==> src/rtl/fetch_sequencer.sv <==
// fetch_sequencer: owns the PC and issues one instruction fetch at a time.
// It holds the fetched word for decode while stalled and applies branch/jump redirects.
// Optional build macro FETCH_PERF_EN adds two saturating performance counters:
//   FetchCount    counts consumed instructions.
//   RedirectCount counts accepted redirects.
module fetch_sequencer #(
  parameter int unsigned           ADDR_W   = 32,
  parameter logic [ADDR_W-1:0]     RESET_PC = '0,
  parameter logic [ADDR_W-1:0]     PC_STEP  = ADDR_W'(4)
) (
  input  logic              Clk,
  input  logic              Reset,
  output logic              ImemReq,
  output logic [ADDR_W-1:0] ImemAddr,
  input  logic              ImemValid,
  input  logic [31:0]       ImemData,
  input  logic              Stall,
  input  logic              RedirectEn,
  input  logic [ADDR_W-1:0] RedirectPC,
  output logic [31:0]       Instruction,
  output logic [ADDR_W-1:0] InstrPC,
  output logic              InstrValid
`ifdef FETCH_PERF_EN
  ,
  output logic [31:0]       FetchCount,
  output logic [15:0]       RedirectCount
`endif
);

  localparam logic [2:0] IDLE  = 3'd0;
  localparam logic [2:0] REQ   = 3'd1;
  localparam logic [2:0] WAIT  = 3'd2;
  localparam logic [2:0] HOLD  = 3'd3;
  localparam logic [2:0] DRAIN = 3'd4;

  logic [2:0]        state_q, state_d;
  logic [ADDR_W-1:0] pc_q, pc_d;
  logic              imemReq_q, imemReq_d;
  logic [ADDR_W-1:0] imemAddr_q, imemAddr_d;
  logic [31:0]       instr_q, instr_d;
  logic [ADDR_W-1:0] instrPc_q, instrPc_d;
  logic              instrValid_q, instrValid_d;

  // Next-state logic: the normal fetch walk first, then a redirect overrides it.
  // Every entry into REQ also loads the request strobe and address for that cycle.
  always_comb begin
    state_d      = state_q;
    pc_d         = pc_q;
    imemReq_d    = 1'b0;
    imemAddr_d   = imemAddr_q;
    instr_d      = instr_q;
    instrPc_d    = instrPc_q;
    instrValid_d = instrValid_q;

    case (state_q)
      IDLE:  state_d = REQ;
      REQ:   state_d = WAIT;
      WAIT: begin
        if (ImemValid) begin
          instr_d      = ImemData;
          instrPc_d    = pc_q;
          instrValid_d = 1'b1;
          pc_d         = pc_q + PC_STEP;
          state_d      = HOLD;
        end
      end
      HOLD: begin
        if (!Stall) begin
          instrValid_d = 1'b0;
          state_d      = REQ;
        end
      end
      DRAIN: begin
        if (ImemValid) state_d = REQ;
      end
      default: state_d = IDLE;
    endcase

    if (RedirectEn) begin
      pc_d         = RedirectPC;
      instr_d      = instr_q;
      instrPc_d    = instrPc_q;
      instrValid_d = 1'b0;
      case (state_q)
        REQ:     state_d = DRAIN;
        WAIT:    state_d = ImemValid ? REQ : DRAIN;
        DRAIN:   state_d = ImemValid ? REQ : DRAIN;
        default: state_d = REQ;
      endcase
    end

    if (state_d == REQ) begin
      imemReq_d  = 1'b1;
      imemAddr_d = pc_d;
    end
  end

  // State, PC and all visible outputs are registered here.
  always_ff @(posedge Clk or negedge Reset) begin
    if (!Reset) begin
      state_q      <= IDLE;
      pc_q         <= RESET_PC;
      imemReq_q    <= 1'b0;
      imemAddr_q   <= RESET_PC;
      instr_q      <= '0;
      instrPc_q    <= '0;
      instrValid_q <= 1'b0;
    end else begin
      state_q      <= state_d;
      pc_q         <= pc_d;
      imemReq_q    <= imemReq_d;
      imemAddr_q   <= imemAddr_d;
      instr_q      <= instr_d;
      instrPc_q    <= instrPc_d;
      instrValid_q <= instrValid_d;
    end
  end

  assign ImemReq     = imemReq_q;
  assign ImemAddr    = imemAddr_q;
  assign Instruction = instr_q;
  assign InstrPC     = instrPc_q;
  assign InstrValid  = instrValid_q;

`ifdef FETCH_PERF_EN
  logic [31:0] fetchCount_q;
  logic [15:0] redirectCount_q;
  logic        consume;

  assign consume = (state_q == HOLD) && !Stall;

  // Saturating counters: instructions taken by decode, and redirects accepted.
  always_ff @(posedge Clk or negedge Reset) begin
    if (!Reset) begin
      fetchCount_q    <= '0;
      redirectCount_q <= '0;
    end else begin
      if (consume && (fetchCount_q != '1)) fetchCount_q <= fetchCount_q + 32'd1;
      if (RedirectEn && (redirectCount_q != '1)) redirectCount_q <= redirectCount_q + 16'd1;
    end
  end

  assign FetchCount    = fetchCount_q;
  assign RedirectCount = redirectCount_q;
`endif

endmodule

==> config.mk <==
export PLATFORM = sky130hd
export DESIGN_NAME = fetch_sequencer
export DESIGN_NICKNAME = d
export VERILOG_FILES = /design/src/rtl/fetch_sequencer.sv
export SDC_FILE = /design/constraint.sdc
export NUM_CORES = 1
export LEC_CHECK = 0
export ABC_CLOCK_PERIOD_IN_PS = 2100
export BUFFER_PORTS_ARGS = -buffer_cell sky130_fd_sc_hd__buf_2
export CAP_MARGIN = 20
export CORE_UTILIZATION = 30
export DETAILED_ROUTE_END_ITERATION = 8
export PLACE_DENSITY_LB_ADDON = 0.2
export SLEW_MARGIN = 20
export SYNTH_ARGS = -nofsm -noshare
export SYNTH_HDL_FRONTEND = slang
export SYNTH_SLANG_ARGS = --single-unit
==> constraint.sdc <==
create_clock -name Clk -period 2.1 [get_ports Clk]
set_input_delay 0.21 -clock Clk [delete_from_list [all_inputs] [get_ports Clk]]
set_output_delay 0.21 -clock Clk [all_outputs]
set_load 0.02 [all_outputs]
==> metrics.yaml <==
htree_num_levels: 4
antenna_found_initial: 2
rows: 50
fin_cells: 937
routed_wirelength_microns: 15700
p_sw_frac: 0.377
p_switching_mw: 4.47
cp-end-kind: "register"
finalClockSkew_ns: 0.00763
crit_type: "register to register"
crit_start: "state_q[0]"
pwr-share-clk: 0.254
finalHoldViolations: 0
ys_types: 45
ioPinCount: 167
areaGrowthSynthToFinish_pct: 32.2
pwr-share-seq: 0.355
first_pass_iters: 4
timing.rr.end: "ImemAddr[14]"
period_needed_ns: 1.96
postCtsSetupRepairBufs: 0
final_cell_mix: "buf_2, dfrtp_1, mux2_2, nand2_1"
grt_usage: 0.162
fin_crit_sh: 0.935
dp_cells: 904
hp-class: "primary input to register"
finalMaxSlewViolations: 0
max_stage_delay_ns: 0.47
crit_buf_inv: 0
cp-start-kind: "register"
combPwrFrac: 0.391
cts_buffer_depth: 2
avgSynthCellArea_sq_um: 12.2
synth_edf_count: 0
final_common_cell: "buf_2"
p_leak_nw: 3.57
vias_per_cell: 4.72
synth_seq_cells: 133
stdcell_area_sq_um: 7760
worstReg2RegStart: "state_q[0]"
place_area_sq_um: 7130
cts_tree: "built"
clock_sinks: 133
ys_seq_area_frac: 0.567
rrSetupSlack_ns: 0.14
first_iter_violations: 154
worst_pin_slew_ns: 0.616
syn_inst: 481
grt_pass1_wl_microns: 24700
cp_cell_sequence: "and4bb_4 > nand4_4 > o21a_1 > o31a_1 > mux2_2"
relSlewSlack: 0.589
dieArea_sq_um: 20100
internal_power_mw: 7.40
post-dp-hpwl_microns: 11300
final.setup.tns_ns: 0
cts_buffers: 17
clk_pin_slew_worst_paths_ns: 0.06
cap_violations: 0
syn-cell-area_sq_um: 5870
cp_max_fo: 11
syn_nets: 551
rsz0062_at_grt: "no"
r2r.worst_path.cells: 5
grt-ovfl-total: 0
yosysWarnings: 0
fin_ws_ns: 0.136
powerDensity_nw_per_um2: 1530
die_w_microns: 142
synthArstFlopShare: 1.00
finalSetupViolCount: 0
crit_required_ns: 2.40
ir_worst_vdd_mv: 0.632
fill_cells: 1891
finalNetCount: 734
whs_ns: 0.0232
arrival_ns: 2.27
post-place-ws_ns: 0.0839
die_h_microns: 142
endpoint: "ImemAddr[14]"
grt_pass1_vias: 4539
grt_max_degree: 63
route.detailed.drc: 0
io_buffers: 166
core_area_sq_um: 19000
finalPower_mw: 11.9
fin_util: 0.409
max_freq_mhz: 509
vias: 4425
start_util: 0.310
final_antenna_net_count: 0
crit_family: "simple AND/OR/NAND/NOR gates"
clk_latency_ns: 0.42
status: "finished clean"
drive_above_1_share: 0.479
synth_ff_type: "dfrtp_1"
root_buffer: "clkbuf_16"
antenna-diode-count: 0
cpMaxStageDelayCell: "dfrtp_2"
place_congestion: 0.802
wire_per_inst_microns: 16.8
crit_cells: 5
==> sequential cells by signal, summed over array words and instances (netlist names) <==
register	flops
ImemAddr	32
ImemReq	1
InstrPC	32
InstrValid	1
Instruction	32
pc_q	32
state_q	3
==> layout make-up <==
cell class / instances / area [sq um] / area share
Timing Repair Buffer: 191 / 1060 / 0.137
Multi-Input combinational cell: 312 / 2400 / 0.310
Sequential cell: 133 / 3330 / 0.429
Clock inverter: 13 / 158 / 0.0203
Inverter: 9 / 33.8 / 0.00435
Tap cell: 260 / 325 / 0.0419
Clock buffer: 19 / 443 / 0.0571
==> how the worst min path moves through the flow <==
| stage | endpoint | from | depth (start not counted) |
|---|---|---|---|
| floorplan | ImemAddr[0] | Reset | 0 |
| global placement | InstrPC[25] | Reset | 1 |
| detailed placement | InstrPC[25] | Reset | 1 |
| CTS | Instruction[22] | ImemData[22] | 2 |
| global route | Instruction[18] | ImemData[18] | 2 |
| finish | Instruction[21] | ImemData[21] | 2 |
==> synth_stat cells (10+ instances only) <==
master      n  area [sq um]
nand3_1    21           105
xor2_1     13           114
o21ai_0    18          90.1
nand4_1    11          68.8
nand2_1    43           161
dfrtp_1   133          3330
mux2_2     89          1000
clkbuf_1   10          37.5
nor4_1     10          62.6
xnor2_1    11          96.3
nor2_1     15          56.3
buf_2      12          60.1
a21oi_1    14          70.1
==> power by group through the flow <==
stage,sequential (mW),clock [mW],combinational [mW]
4_1_cts,4.22,3.11,4.69
3_3_place_gp,4.22,0,4.60
3_5_place_dp,4.26,0,4.67
6_report,4.22,3.02,4.64
2_1_floorplan,5.32,0,1.84
5_1_grt,4.36,3.21,5.01
==> logic make-up (layout without fill, tap and decap cells) <==
logic type                 count (synthesis)  count (layout)  share of synthesized area
buffers and inverters                     36             232                     0.0275
and+or+nand+nor                          138             138                      0.132
DFF                                      133             133                      0.567
adders and majority gates                  1               1                    0.00213
xor gates and xnor gates                  24              24                     0.0358
AOI/OAI and AO/OA                         57              57                     0.0593
muxes                                     92              92                      0.176
==> per-layer routing <==
metal / GRT usage / vias to the layer above / routed length [microns]
met1: 0.209 / 2184 / 7170
met5: 0 / - / 25
met2: 0.258 / 130 / 7420
li1: - / 2091 / -
met3: 0.0452 / 16 / 954
met4: 0.0577 / 4 / 131
==> worst reg2reg max path: cells and delay by family, from the launching register on <==
family,cells,cell delay (ns)
flops,1,0.47
simple gates,2,0.62
compound gates,2,0.51
mux,1,0.26
==> timing repair <==
item	CTS	global route
gates resized for setup	0	6
hold buffers	1	0
endpoints found under the setup margin	0	10
endpoints found under the hold margin	59	0
No activity file was read; power rests on OpenSTA's default activity.
